[config.mk]
export PLATFORM = sky130hd
export DESIGN_NAME = pulse_measure_module
export DESIGN_NICKNAME = d
export VERILOG_FILES = /design/src/rtl/pulse_measure_pkg.sv /design/src/rtl/pulse_measure_module_sync_edge_detect.sv /design/src/rtl/pulse_measure_module.sv
export SDC_FILE = /design/constraint.sdc
export NUM_CORES = 1
export LEC_CHECK = 0
export ABC_AREA = 0
export CORE_AREA = 2 2 108 110
export DETAILED_ROUTE_END_ITERATION = 10
export DIE_AREA = 0 0 110 112
export PLACE_DENSITY = 0.75
export RECOVER_POWER = 50
export SLEW_MARGIN = 20
export SYNTH_ARGS = -nofsm -noshare
export SYNTH_HDL_FRONTEND = slang
export SYNTH_SLANG_ARGS = --single-unit
export TNS_END_PERCENT = 30
[constraint.sdc]
create_clock -name CLK -period 2.5 [get_ports CLK]
set_input_delay 0.5 -clock CLK [delete_from_list [all_inputs] [get_ports CLK]]
set_output_delay 0.5 -clock CLK [all_outputs]
set_load 0.005 [all_outputs]
[src/rtl/pulse_measure_pkg.sv]
// Shared types, FSM encoding and default 100 ms-class timing constants for the pulse meter.
package pulse_measure_pkg;

    localparam int unsigned CNT_W = 21;

    typedef logic [CNT_W-1:0] cnt_t;

    typedef enum logic [1:0] {
        S_IDLE = 2'd0,
        S_HIGH = 2'd1,
        S_LOW  = 2'd2
    } state_t;

    localparam cnt_t T100MS_PERIOD  = 21'd2_000_001;
    localparam cnt_t T100MS_WIDTH   = 21'd500_000;
    localparam cnt_t T100MS_TOL     = 21'd16;
    localparam cnt_t T100MS_TIMEOUT = 21'd2_097_151;

    // Unsigned |meas - ref_val| <= tol, ordered subtract so nothing wraps.
    function automatic logic within_tol(cnt_t meas, cnt_t ref_val, cnt_t tol);
        cnt_t diff;
        diff = (meas >= ref_val) ? (meas - ref_val) : (ref_val - meas);
        return diff <= tol;
    endfunction

endpackage

[src/rtl/pulse_measure_module_sync_edge_detect.sv]
// Two-flop synchronizer plus previous-value register; emits registered one-cycle rise/fall strobes.
module sync_edge_detect (
    input  logic clk,
    input  logic rst_n,
    input  logic din,
    output logic rise,
    output logic fall
);

    logic sync1_q, sync2_q, prev_q;
    logic rise_q, fall_q;

    always_ff @(posedge clk) begin
        if (!rst_n) begin
            sync1_q <= 1'b0;
            sync2_q <= 1'b0;
            prev_q  <= 1'b0;
            rise_q  <= 1'b0;
            fall_q  <= 1'b0;
        end else begin
            sync1_q <= din;
            sync2_q <= sync1_q;
            prev_q  <= sync2_q;
            rise_q  <= sync2_q & ~prev_q;
            fall_q  <= ~sync2_q & prev_q;
        end
    end

    assign rise = rise_q;
    assign fall = fall_q;

endmodule

[src/rtl/pulse_measure_module.sv]
// Measures rise-to-rise period and high time of Pulse_In in CLK cycles, flags tolerance match
// and loss of signal.
module pulse_measure_module
    import pulse_measure_pkg::*;
#(
    parameter cnt_t T_EXP_PERIOD = T100MS_PERIOD,
    parameter cnt_t T_EXP_WIDTH  = T100MS_WIDTH,
    parameter cnt_t T_TOL        = T100MS_TOL,
    parameter cnt_t T_TIMEOUT    = T100MS_TIMEOUT
) (
    input  logic             CLK,
    input  logic             RST_n,
    input  logic             Pulse_In,
    output logic [CNT_W-1:0] Period_Out,
    output logic [CNT_W-1:0] Width_Out,
    output logic             Valid_Out,
    output logic             Match_Out,
    output logic             Timeout_Out
);

    logic   rise, fall;
    state_t state_q, state_d;
    cnt_t   count_q, count_d, count_inc;
    cnt_t   width_q, width_d;
    cnt_t   period_out_q, period_out_d;
    cnt_t   width_out_q, width_out_d;
    logic   valid_q, valid_d;
    logic   match_q, match_d;
    logic   timeout_q, timeout_d;

    sync_edge_detect u_sync_edge_detect (
        .clk   (CLK),
        .rst_n (RST_n),
        .din   (Pulse_In),
        .rise  (rise),
        .fall  (fall)
    );

    // Saturating increment: a fall exactly at the timeout bound must not wrap the counter.
    assign count_inc = (count_q == '1) ? count_q : count_q + cnt_t'(1);

    always_comb begin
        state_d      = state_q;
        count_d      = count_q;
        width_d      = width_q;
        period_out_d = period_out_q;
        width_out_d  = width_out_q;
        valid_d      = 1'b0;
        match_d      = match_q;
        timeout_d    = 1'b0;
        unique case (state_q)
            S_IDLE: begin
                if (rise) begin
                    state_d = S_HIGH;
                    count_d = cnt_t'(1);
                end
            end
            S_HIGH: begin
                if (fall) begin
                    state_d = S_LOW;
                    width_d = count_q;
                    count_d = count_inc;
                end else if (count_q >= T_TIMEOUT) begin
                    state_d   = S_IDLE;
                    count_d   = '0;
                    timeout_d = 1'b1;
                    match_d   = 1'b0;
                end else begin
                    count_d = count_inc;
                end
            end
            S_LOW: begin
                if (rise) begin
                    state_d      = S_HIGH;
                    period_out_d = count_q;
                    width_out_d  = width_q;
                    count_d      = cnt_t'(1);
                    valid_d      = 1'b1;
                    match_d      = within_tol(count_q, T_EXP_PERIOD, T_TOL) &&
                                   within_tol(width_q, T_EXP_WIDTH, T_TOL);
                end else if (count_q >= T_TIMEOUT) begin
                    state_d   = S_IDLE;
                    count_d   = '0;
                    timeout_d = 1'b1;
                    match_d   = 1'b0;
                end else begin
                    count_d = count_inc;
                end
            end
            default: begin
                state_d = S_IDLE;
                count_d = '0;
            end
        endcase
    end

    always_ff @(posedge CLK) begin
        if (!RST_n) begin
            state_q      <= S_IDLE;
            count_q      <= '0;
            width_q      <= '0;
            period_out_q <= '0;
            width_out_q  <= '0;
            valid_q      <= 1'b0;
            match_q      <= 1'b0;
            timeout_q    <= 1'b0;
        end else begin
            state_q      <= state_d;
            count_q      <= count_d;
            width_q      <= width_d;
            period_out_q <= period_out_d;
            width_out_q  <= width_out_d;
            valid_q      <= valid_d;
            match_q      <= match_d;
            timeout_q    <= timeout_d;
        end
    end

    assign Period_Out  = period_out_q;
    assign Width_Out   = width_out_q;
    assign Valid_Out   = valid_q;
    assign Match_Out   = match_q;
    assign Timeout_Out = timeout_q;

endmodule

# == After elaboration in Yosys (flattened, before gate mapping) ==
# Cells that the tools add are included.
# totals
register_bits,94
inputBits,3
output_inout_bits,45
word_cells,61
# classes
add_sub_neg,5
n_lt_le_gt_ge,5
eq_ne,5
muxes,22
n_bitwise,4
reduce_logical,7
# ops
cell,count
2-to-1 mux 21 bit,7
case mux 21 bit (3 select lines),1
greater-or-equal comparator 21 bit (second input constant),2
less-or-equal comparator 21 x 5 -> 1 bit (second input constant),2
adder 21 x 1 -> 21 bit (second input constant),1
== test 21 bit (second input constant),1
greater-or-equal comparator 21 x 19 -> 1 bit (second input constant),1
subtractor 19 x 21 -> 21 bit (first input constant),1
subtractor 21 x 19 -> 21 bit (second input constant),1
subtractor 21 bit (first input constant),1
subtractor 21 bit (second input constant),1
2-to-1 mux 2 bit,4
AND reduction 2 bit,4
2-to-1 mux 1 bit,7
case mux 2 bit (3 select lines),1
case mux 1 bit (2 select lines),2
AND 1 bit,2
== test 2 x 1 -> 1 bit (second input constant),1
== test 2 bit (second input constant),1
logical NOT 2 bit,1
inequality test 2 x 1 -> 1 bit (second input constant),1
inequality test 2 bit (second input constant),1
inverter 1 bit,2
nonzero test 2 bit,1
logical AND 1 bit,1

# == Longest topological paths before layout ==
# Gate-level depths: netlist (run 1).
# depth
ltp_word,6
depth_mapped,12
depth_no_buf,10

# == Cells and area by module ==
# A second synthesis (run 1) with hierarchy kept.
# unflattened
hier_cells,799
area_unflattened_um2,5699.2
# by_module_without_submodules
module,n_inst,cells_each,area_each_um2,seq_area_each_um2
pulse_measure_module,1,789,5559.1,1781.7
sync_edge_detect,1,10,140.1,100.1

# == Worst setup path after synthesis (run 1) ==
# Ideal clock, no wire load.
# synth_path
kind,register to register
from,register count_q[2]
to,register match_q (netlist: Match_Out)
setup_ps,87
arrival_time_ps,2669
t_required_ps,2413
slack_ps,-256
stages_incl_launch_ff,11
n_path_buf,1
synth_period_minus_slack_ps,2756
cell_sequence,dfxtp_1 clkbuf_1 inv_1 ha_1 a21boi_1 a2111oi_4 nor3_1 o311ai_0 mux2i_1 a2111o_1 o31ai_1
# synth_via
elab_chain_cells,6
word_cells_on_any_way,11
classes_between,add/sub: 2; order compare: 3; mux: 5; reduce/logical: 1
# synth_lines
item,line,source
start: declaration,pulse_measure_module.sv:23,"cnt_t count_q, count_d, count_inc;"
start signal: assignment,pulse_measure_module.sv:109,count_q <= count_d;
subtractor 21 bit or greater-or-equal comparator 21 bit (tied branches),pulse_measure_pkg.sv:22,diff = (meas >= ref_val) ? (meas - ref_val) : (ref_val - meas);
2-to-1 mux 21 bit,pulse_measure_pkg.sv:22,
less-or-equal comparator 21 x 5 -> 1 bit,pulse_measure_pkg.sv:23,return diff <= tol;
logical AND 1 bit,pulse_measure_module.sv:79,"match_d = within_tol(count_q, T_EXP_PERIOD, T_TOL) &&"
2-to-1 mux 1 bit,pulse_measure_module.sv:73,if (rise) begin
case mux 1 bit (2 select lines) (*),pulse_measure_module.sv:51,unique case (state_q)
end signal: assignment,pulse_measure_module.sv:114,match_q <= match_d;
end: declaration,pulse_measure_module.sv:28,"logic match_q, match_d;"
# Mark *: on every way between the ends. The rest lies on a longest branch, timed or not. The select of a mux whose other input is x is not followed.
# A chain may end at the register's enable or synchronous reset.

# == Final worst setup path (run 1) ==
# layout_path
from,register width_q[9]
to,register match_q (netlist: Match_Out)
# layout_via
elab_chain_cells,6
word_cells_on_any_way,8
classes_between,add/sub: 2; order compare: 2; mux: 3; reduce/logical: 1
# layout_lines
item,line,source
start: declaration,pulse_measure_module.sv:24,"cnt_t width_q, width_d;"
start signal: assignment,pulse_measure_module.sv:110,width_q <= width_d;
subtractor 19 x 21 -> 21 bit (tied with other cells),pulse_measure_pkg.sv:22,
2-to-1 mux 21 bit (*),pulse_measure_pkg.sv:22,
less-or-equal comparator 21 x 5 -> 1 bit (*),pulse_measure_pkg.sv:23,
logical AND 1 bit (*),pulse_measure_module.sv:79,
2-to-1 mux 1 bit (*),pulse_measure_module.sv:73,
case mux 1 bit (2 select lines) (*),pulse_measure_module.sv:51,
# Mark *: on every way between the ends. The rest lies on a longest branch, timed or not.

==> results.py, run 1 <==
metrics = {
    "yosys": {
        "ys_seq_elements": 94,
        "syn_avg_cell_area_um2": 7.37,
        "synth_top_area_share_pct": 32.7,
        "yosys.area.top_type": "dfxtp_1",
        "ys_warn_count": 0,
        "synth-edff-count": 0,
        "syn-num-nets": 798,
        "synth_cells": 781,
        "yosys.cell_count.top_type": "nand2_1",
        "synth.area.top_cells": "dfxtp_1 33%, nand2_1 11%, a21oi_1 9.2%, clkbuf_1 3.7%, nor2_1 3.1%",
        "ys_types": 78,
        "synth-main-ff-cell": "dfxtp_1",
        "synth_area_um2": 5750,
        "ys_seq_area_share_pct": 32.7,
        "synthTopCellsByCount": "162 x nand2_1, 106 x a21oi_1, 94 x dfxtp_1",
        "synth-async-reset-ratio_pct": 0,
    },
    "place": {
        "post-place-ws_ns": -0.243,
        "portBuffers": 47,
        "gp_congestion": 1.06,
        "place_hpwl_um": 15700,
    },
    "timing": {
        "report.final.hold_viol_count": 0,
        "relSlewSlack_pct": 49.7,
        "worstMarginPinSlew_ns": 0.754,
        "min_period_ns": 2.58,
        "layout_setup_ws_ns": -0.0850,
        "fin_skew_ns": 0.0137,
        "setup_viol_count_final": 1,
        "rsz0062_at_grt": "true",
        "fmax_ghz": 0.387,
        "drv_slew": 0,
        "min_period_over_period_pct": 103,
    },
    "run_status": {
        "violations": "setup timing",
        "outcome": "finished with violations",
    },
    "die": {
        "core.rowCount": 39,
        "top_level_ports": 48,
        "die_h_um": 112,
        "coreArea_um2": 11200,
        "initial_utilization_pct": 51.5,
        "die_x_um": 110,
        "dieArea_um2": 12300,
    },
    "clocking": {
        "clk_pin_slew_ns": 0.08,
        "root_buffer": "clkbuf_16",
        "cts_tree": "done",
        "clock_latency_ns": 0.35,
        "clkSinkCount": 94,
        "cts_buffers": 9,
        "htreeDepth": 3,
        "clockBufferDepth": 2,
    },
    "finish": {
        "nets": 930,
        "final_core_util_pct": 68.3,
        "drive_above_1_share_pct": 21.4,
        "antenna_cells": 0,
        "area_delta_synth_final_pct": 32.6,
    },
    "pwr": {
        "power.leakage_uw": 0.00296,
        "ir_drop_v": 0.000519,
        "cellPowerDensity_nw_per_um2": 380,
        "total_power_uw": 2900,
    },
    "route": {
        "wl_met1_um": 8370,
        "wire_per_inst_um": 19.6,
        "drt_iter0_drc": 688,
        "wl_met2_um": 9870,
        "vias": 6473,
        "wirelength_um": 20800,
        "top_layer_used": "met4",
        "dr_wl_met3_um": 1400,
        "vias_per_cell": 6.10,
        "drc": 0,
        "dr.pass1.iters": 5,
        "drt.antenna.violating_nets": 0,
    },
    "critical_path": {
        "critical_path_required_ns": 2.76,
        "crit_path_cell_trace": "or4_4 > a221oi_4 > nor2_4 > a311oi_2 > o221ai_2 > nor4_2 > o2111ai_2 > o31ai_1",
        "r2r-start": "width_q[9]$_SDFFE_PN0P_",
        "reg2reg_slack_ns": -0.08,
        "crit_path_top_delay_cell": "or4_4",
        "worstSetupPathType": "reg -> reg",
        "r2r_cells": 8,
        "reg2reg_to": "Match_Out$_SDFFE_PN0P_",
        "critical_path.max_fanout": 7,
        "crit_path_start_kind": "register",
        "critical_path_arrival_ns": 2.85,
        "slowest_delay_ns": 0.58,
        "endpoint_kind": "register",
    },
    "global_routing": {
        "grt_pass1_vias": 6230,
        "antenna_found_initial": 0,
        "grt_pass1_wl_um": 32800,
        "grt_overflow_total": 0,
        "grt_max_degree": 44,
        "track_usage_pct": 34.6,
    },
    "hold_path": {
        "hold_path_class": "reg -> reg",
        "worstHoldStart": "u_sync_edge_detect.prev_q$_SDFF_PN0_",
        "hold-path-cell-count": 1,
        "hold_path_end": "u_sync_edge_detect.rise$_SDFF_PN0_",
    },
    "flow_run": {
        "cap_violations": 0,
    },
}
## cells by family after synthesis
family	share of synthesized area [%]
simple gates	27.7
compound gates	27.7
flops	32.7
buf+inv	6.07
fa+ha+maj	3.04
xor+xnor	1.98
mux	0.870
## timing repair
action                     4_1_cts  5_1_grt
setup buffers                    1        1
resized for setup                6       18
pin swaps                        6        4
hold buffers                     0        0
setup endpoints to repair        4       12
cloned                           0        0
## layout by cell type (no fill, tap or decap), types with 4 or more instances in the layout
| cell type | Yosys | routed |
|---|---|---|
| nor3b_1 | 5 | 4 |
| nor4_1 | 6 | 6 |
| mux2i_1 | 5 | 5 |
| xor2_1 | 5 | 5 |
| nand2b_1 | 7 | 7 |
| a21oi_1 | 106 | 105 |
| dlygate4sd3_1 | 0 | 44 |
| nor2_1 | 47 | 47 |
| nand3_1 | 12 | 11 |
| inv_1 | 17 | 17 |
| and4_1 | 4 | 4 |
| nand2_1 | 162 | 161 |
| ha_1 | 14 | 14 |
| nor2b_1 | 12 | 12 |
| buf_12 | 0 | 4 |
| dfxtp_1 | 94 | 92 |
| o21a_1 | 5 | 5 |
| a211oi_1 | 11 | 9 |
| xnor2_1 | 8 | 8 |
| o2111ai_1 | 5 | 4 |
| and2_1 | 14 | 11 |
| clkbuf_16 | 0 | 9 |
| and3_1 | 5 | 5 |
| buf_4 | 0 | 134 |
| o31ai_1 | 5 | 5 |
| a31oi_1 | 10 | 10 |
| nor3_1 | 22 | 19 |
| o21ai_0 | 30 | 28 |
| o211ai_1 | 6 | 6 |
| o211a_1 | 4 | 4 |
| a311oi_1 | 8 | 6 |
| nand4_1 | 10 | 10 |
| or3_1 | 5 | 5 |
## registers in the layout, indices dropped and copies added (netlist names)
signal and count:
Valid_Out 1, u_sync_edge_detect.rise 1, Width_Out 21, u_sync_edge_detect.prev_q 1, u_sync_edge_detect.sync2_q 1, width_q 21
u_sync_edge_detect.fall 1, Match_Out 1, count_q 21, Period_Out 21, u_sync_edge_detect.sync1_q 1, state_q 2
Timeout_Out 1
## per-layer routing
metal	vias up	track usage, %
met5	-	0
met4	0	19.4
met3	71	5.80
met2	303	55.3
met1	3050	43.6
li1	3049	-
## report_power, final
| part | leakage (uW) | switching, uW | internal, uW |
|---|---|---|---|
| clock network | 0.000132 | 625 | 691 |
| registers | 0.000758 | 3.37 | 1500 |
| logic | 0.00207 | 55.4 | 24.7 |
| total | 0.00296 | 684 | 2220 |
## metrics by stage
stage / hold WS, ns / TNS [ns] / area, um2 / std cells
2_1_floorplan: 0.383 / -0.00865 / 5780 / 781
3_3_place_gp: 0.391 / -0.262 / 7240 / 1043
3_5_place_dp: 0.403 / -0.279 / 7240 / 1043
4_1_cts: 0.412 / -0.0918 / 7550 / 1060
5_1_grt: 0.425 / -0.274 / 7630 / 1061
6_report: 0.413 / -0.0850 / 7630 / 1061
## how the worst max path moves through the flow
stage	start	endpoint	slack [ns]	cells after the start
final	width_q[9]$_SDFFE_PN0P_	Match_Out$_SDFFE_PN0P_	-0.08	8
after global routing	width_q[9]$_SDFFE_PN0P_	Match_Out$_SDFFE_PN0P_	-0.18	8
after global placement	width_q[0]$_SDFFE_PN0P_	Match_Out$_SDFFE_PN0P_	-0.26	9
after detailed placement	width_q[0]$_SDFFE_PN0P_	Match_Out$_SDFFE_PN0P_	-0.24	9
after CTS	width_q[9]$_SDFFE_PN0P_	Match_Out$_SDFFE_PN0P_	-0.09	8
after floorplan	width_q[10]$_SDFFE_PN0P_	Match_Out$_SDFFE_PN0P_	-0.009	10
## area by class of cell
| class | count | area [um2] |
|---|---|---|
| clock buffer | 10 | 229 |
| clock inverter | 6 | 52.6 |
| fill | 942 | 3550 |
| inverter | 17 | 63.8 |
| multi-input combinational | 602 | 3640 |
| sequential | 94 | 1880 |
| tap | 143 | 179 |
| timing repair buffer | 189 | 1580 |
## worst max-delay path: cells and delay by family (launching register included)
kind | cells | cell delay (ns)
and+or+nand+nor | 3 | 0.99
AOI/OAI and AO/OA | 5 | 1.20
DFF | 1 | 0.31
Note: power is estimated with default switching activity, not from simulation.
==> run 2, diff against run 1 <==
==> constraint.sdc (replaced) <==
create_clock -name CLK -period 2.12 [get_ports CLK]
set_input_delay 0.424 -clock CLK [delete_from_list [all_inputs] [get_ports CLK]]
set_output_delay 0.424 -clock CLK [all_outputs]
set_load 0.005 [all_outputs]
==> run 2 against run 1 <==
The run still ends with setup timing left. Sequential share of layout area decreased by 1.9 points. Core utilization rose by 5.9 points. Largest power group unchanged. Global-route usage up 1.3 points. Clock power is 28% higher.
==> results.py, run 2 (same netlist as run 1, synthesis figures left out) <==
metrics = {
    "run_status": {
        "outcome": "finished with violations",
        "violations": "setup timing",
    },
    "critical_path": {
        "slowest_delay_ns": 0.53,
        "critical_path.max_fanout": 7,
        "cp_num_buf_inv": 1,
        "crit_path_top_delay_cell": "or4_4",
        "worstSetupPathType": "reg -> reg",
        "crit_family": "simple AND/OR/NAND/NOR gates",
        "critical_path_arrival_ns": 2.86,
        "crit_path_start_kind": "register",
        "crit_path_cell_trace": "or4_4 > or2_4 > o31ai_4 > buf_4 > and4_1 > a211oi_1 > a221oi_1 > nand4_1 > o31ai_1",
        "critical_path_required_ns": 2.39,
        "endpoint_kind": "register",
    },
    "global_routing": {
        "grt_pass1_wl_um": 33700,
        "grt_pass1_vias": 6543,
        "antenna_found_initial": 0,
        "grt_max_degree": 44,
        "grt_overflow_total": 0,
        "track_usage_pct": 35.9,
    },
    "timing": {
        "layout_setup_ws_ns": -0.466,
        "setup-tns-final_ns": -2.43,
        "worstMarginPinSlew_ns": 0.642,
        "fin_skew_ns": 0.00838,
        "drv_slew": 0,
        "rsz0062_at_grt": "true",
        "fmax_ghz": 0.387,
        "min_period_over_period_pct": 122,
        "min_period_ns": 2.59,
        "relSlewSlack_pct": 57.2,
        "report.final.hold_viol_count": 0,
        "whs_ns": 0.417,
        "setup_viol_count_final": 35,
    },
    "flow_run": {
        "cap_violations": 0,
    },
    "die": {
        "dieArea_um2": 12300,
        "coreArea_um2": 11200,
        "top_level_ports": 48,
        "initial_utilization_pct": 51.5,
        "die_h_um": 112,
        "core.rowCount": 39,
        "die_x_um": 110,
    },
    "clocking": {
        "clockBufferDepth": 2,
        "cts_tree": "done",
        "cts_hold_buffers": 0,
        "clock_latency_ns": 0.36,
        "clkSinkCount": 94,
        "cts_buffers": 9,
        "clk_pin_slew_ns": 0.07,
        "root_buffer": "clkbuf_16",
        "htreeDepth": 3,
    },
    "pwr": {
        "total_power_uw": 3570,
        "cellPowerDensity_nw_per_um2": 430,
        "ir_drop_v": 0.000493,
        "power.leakage_uw": 0.00333,
    },
    "place": {
        "gp_congestion": 0.987,
        "post-place-ws_ns": -0.555,
        "portBuffers": 47,
        "place_hpwl_um": 16300,
        "dp_cells": 1099,
    },
    "finish": {
        "nets": 1004,
        "layout_commonest_cell": "buf_4",
        "fillers": 832,
        "antenna_cells": 0,
        "final_cell_count_no_fill": 1135,
        "area_delta_synth_final_pct": 44.1,
        "drive_above_1_share_pct": 29.5,
        "final_cell_mix": "203 x buf_4, 158 x nand2_1, 104 x a21oi_1",
    },
    "route": {
        "vias": 6942,
        "dr.pass1.iters": 5,
        "drt.antenna.violating_nets": 0,
        "drt_iter0_drc": 613,
        "wire_per_inst_um": 20.0,
        "wirelength_um": 22700,
        "drc": 0,
        "vias_per_cell": 6.12,
    },
    "hold_path": {
        "hold_path_class": "reg -> reg",
    },
}
run 2: area by class of cell:
class	instances	area, um2	share of cell area [%]
Sequential cell	94	1890	22.8
Clock buffer	11	243	2.93
Clock inverter	5	63.8	0.769
Tap cell	143	179	2.16
Timing Repair Buffer	262	2140	25.8
Multi-Input combinational cell	603	3710	44.7
Inverter	17	63.8	0.769
run 2: layer usage:
layer | track usage, % | vias up | wire [um]
met5 | 0 | - | 0
met4 | 21.5 | 0 | 1380
met3 | 7.32 | 107 | 1670
met2 | 59.2 | 378 | 11100
met1 | 42.1 | 3253 | 8550
li1 | - | 3204 | -
run 2: worst paths after layout:
path                                                            from                            endpoint  slack, ns  cells after the start
worst max-delay path                        count_q[11]$_SDFFE_PN0P_              Match_Out$_SDFFE_PN0P_      -0.47                      9
worst min-delay path            u_sync_edge_detect.prev_q$_SDFF_PN0_  u_sync_edge_detect.rise$_SDFF_PN0_       0.42                      1
worst max register to register              count_q[11]$_SDFFE_PN0P_              Match_Out$_SDFFE_PN0P_      -0.47                      9
worst min register to register  u_sync_edge_detect.prev_q$_SDFF_PN0_  u_sync_edge_detect.rise$_SDFF_PN0_       0.42                      1
run 2: per-stage QoR:
stage / util, % / cell area (um2)
2_1_floorplan: - / 5840
3_3_place_gp: 68.8 / 7690
3_5_place_dp: 68.8 / 7690
4_1_cts: 72.3 / 8070
5_1_grt: 74.2 / 8290
6_report: 74.2 / 8290
run 2: where the power goes:
group | switching, uW | total, uW | internal [uW]
combinational | 71.5 | 109 | 37.4
sequential | 3.82 | 1770 | 1770
clock | 729 | 1690 | 957
run 2: what timing repair did:
item	in CTS	in global routing
endpoints found under the hold margin	0	0
endpoints found under the setup margin	23	23
gates cloned	1	1
pin swaps	8	14
gates resized for setup	14	31
buffers inserted	2	16
==> run 3, diff against run 2 <==
--- a/config.mk
+++ b/config.mk
@@ -9,6 +9,7 @@
 export CORE_AREA = 2 2 108 110
 export DETAILED_ROUTE_END_ITERATION = 10
 export DIE_AREA = 0 0 110 112
+export GPL_TIMING_DRIVEN = 0
 export PLACE_DENSITY = 0.75
 export RECOVER_POWER = 50
 export SLEW_MARGIN = 20
==> run 3 against run 2 <==
The run still ends with setup timing left. Register-to-register slack lost 0.23 ns. Die area stayed put. Critical path depth fell by 1. Clock-buffer cell count is 1 lower. Clock skew rose by 0.0025 ns. Sequential share of layout area rose by 2.2 points. Largest power group unchanged.
==> results.py, run 3 (same netlist as run 1, synthesis figures left out) <==
metrics = {
    "timing": {
        "fmax_ghz": 0.355,
        "min_period_over_period_pct": 133,
        "worstMarginPinSlew_ns": 0.727,
        "layout_setup_ws_ns": -0.700,
        "whs_ns": 0.408,
        "min_period_ns": 2.82,
        "setup_viol_count_final": 23,
        "report.final.hold_viol_count": 0,
        "rsz0062_at_grt": "true",
        "relSlewSlack_pct": 51.5,
        "drv_slew": 0,
        "fin_skew_ns": 0.0109,
    },
    "critical_path": {
        "slowest_delay_ns": 0.45,
        "critical_path_required_ns": 2.38,
        "r2r_cells": 8,
        "crit_path_top_delay_cell": "nor4_4",
        "crit_path_start_kind": "register",
        "critical_path_arrival_ns": 3.08,
        "critical_path.max_fanout": 4,
        "worstSetupPathType": "reg -> reg",
        "crit_path_cell_trace": "nor4_4 > and2_1 > o21ai_0 > o311ai_1 > o2111ai_1 > a221oi_2 > nand4_1 > o31ai_1",
        "endpoint_kind": "register",
    },
    "die": {
        "core.rowCount": 39,
        "die_h_um": 112,
        "top_level_ports": 48,
        "die_x_um": 110,
        "initial_utilization_pct": 51.5,
        "coreArea_um2": 11200,
        "dieArea_um2": 12300,
    },
    "run_status": {
        "violations": "setup timing",
        "outcome": "finished with violations",
    },
    "finish": {
        "final_cell_count_no_fill": 1021,
        "area_delta_synth_final_pct": 32.4,
        "drive_above_1_share_pct": 21.1,
        "layout_commonest_cell": "nand2_1",
        "nets": 890,
        "fillers": 922,
        "final_area_um2": 7620,
        "final_core_util_pct": 68.2,
        "final_cell_mix": "156 x nand2_1, 103 x a21oi_1, 78 x dfxtp_1",
        "regArea_um2": 1910,
        "multi_input_area_um2": 3970,
        "antenna_cells": 0,
    },
    "route": {
        "vias": 6531,
        "wire_per_inst_um": 20.9,
        "drc": 0,
        "dr.pass1.iters": 6,
        "drt.antenna.violating_nets": 0,
        "drt_iter0_drc": 580,
        "vias_per_cell": 6.40,
        "wirelength_um": 21300,
    },
    "pwr": {
        "power.leakage_uw": 0.00277,
        "p_sw_share_pct": 23.6,
        "combPwrFrac_pct": 3.0,
        "power_frac_seq_pct": 51.2,
        "clock_power_share_pct": 45.7,
        "switching_power_uw": 814,
        "cellPowerDensity_nw_per_um2": 453,
        "p_int_uw": 2640,
        "ir_drop_v": 0.000437,
    },
    "global_routing": {
        "grt_pass1_vias": 5983,
        "track_usage_pct": 33.9,
        "antenna_found_initial": 0,
        "grt_overflow_total": 0,
        "grt_max_degree": 18,
        "grt_pass1_wl_um": 32100,
    },
    "place": {
        "place_hpwl_um": 14700,
        "post-place-ws_ns": -1.10,
        "gp_congestion": 0.985,
        "portBuffers": 47,
        "dp_cells": 971,
        "placed_area_um2": 6490,
    },
    "clocking": {
        "htreeDepth": 3,
        "cts_buffers": 9,
        "root_buffer": "clkbuf_16",
        "clk_pin_slew_ns": 0.07,
        "cts_tree": "done",
        "clockBufferDepth": 2,
        "clkSinkCount": 94,
        "clock_latency_ns": 0.35,
    },
    "flow_run": {
        "cap_violations": 0,
    },
    "hold_path": {
        "hold-path-cell-count": 1,
        "hold_path_class": "reg -> reg",
    },
}
run 3: changes by cell type in the layout (fill, tap and decap cells not counted), sizes merged:
cell / before / now
dlygate4sd3: 34 / 46
clkdlybuf4s50: 13 / 1
buf: 213 / 53
nor2: 51 / 50
bufinv: 1 / 0
inv: 19 / 21
clkbuf: 13 / 59
run 3: timing repair:
action                     in CTS  in global routing
setup buffers                  25                 14
cloned                          0                  2
hold buffers                    0                  0
pin swaps                      35                 32
gates resized for setup        79                 75
hold endpoints to repair        0                  0
setup endpoints to repair      28                 83
run 3: final cells by class:
cell class                 instances  area share [%]
inverter                          17           0.837
tap                              143            2.35
multi-input combinational        602            52.0
clock buffer                      10            3.14
timing repair buffer              88            11.0
sequential                        94            25.1
buffer                            61            4.96
clock inverter                     6           0.657
run 3: worst max-delay path, delay by kind of cell (launching register included):
kind / cells / cell delay (ns)
compound gates: 5 / 1.45
simple gates: 3 / 0.91
flops: 1 / 0.36
run 3: final timing paths:
check / startpoint / end / slack [ns]
worst max-delay path: width_q[0]$_SDFFE_PN0P_ / Match_Out$_SDFFE_PN0P_ / -0.70
worst min-delay path: u_sync_edge_detect.prev_q$_SDFF_PN0_ / u_sync_edge_detect.rise$_SDFF_PN0_ / 0.41
worst max register to register: width_q[0]$_SDFFE_PN0P_ / Match_Out$_SDFFE_PN0P_ / -0.70
worst min register to register: u_sync_edge_detect.prev_q$_SDFF_PN0_ / u_sync_edge_detect.rise$_SDFF_PN0_ / 0.41
run 3: power by group through the flow:
stage	clock (uW)	combinational, uW	sequential [uW]
3_3_place_gp	0	88.5	1810
6_report	1580	105	1770
4_1_cts	1590	96.2	1770
2_1_floorplan	0	59.7	1810
3_5_place_dp	0	90.2	1810
5_1_grt	1650	113	1770
run 3: metrics by stage:
stage / power [uW] / TNS [ns]
2_1_floorplan: 1870 / -0.394
3_3_place_gp: 1900 / -22.98
3_5_place_dp: 1900 / -26.42
4_1_cts: 3450 / -0.682
5_1_grt: 3530 / -6.69
6_report: 3450 / -2.54
run 3: per-layer routing:
layer | vias up | GRT usage, % | share of wire, %
met2 | 381 | 51.0 | 45
li1 | 2984 | - | -
met1 | 3098 | 46.5 | 41
met4 | 0 | 13.5 | 3.8
met5 | - | 0 | 0
met3 | 68 | 8.08 | 9.9
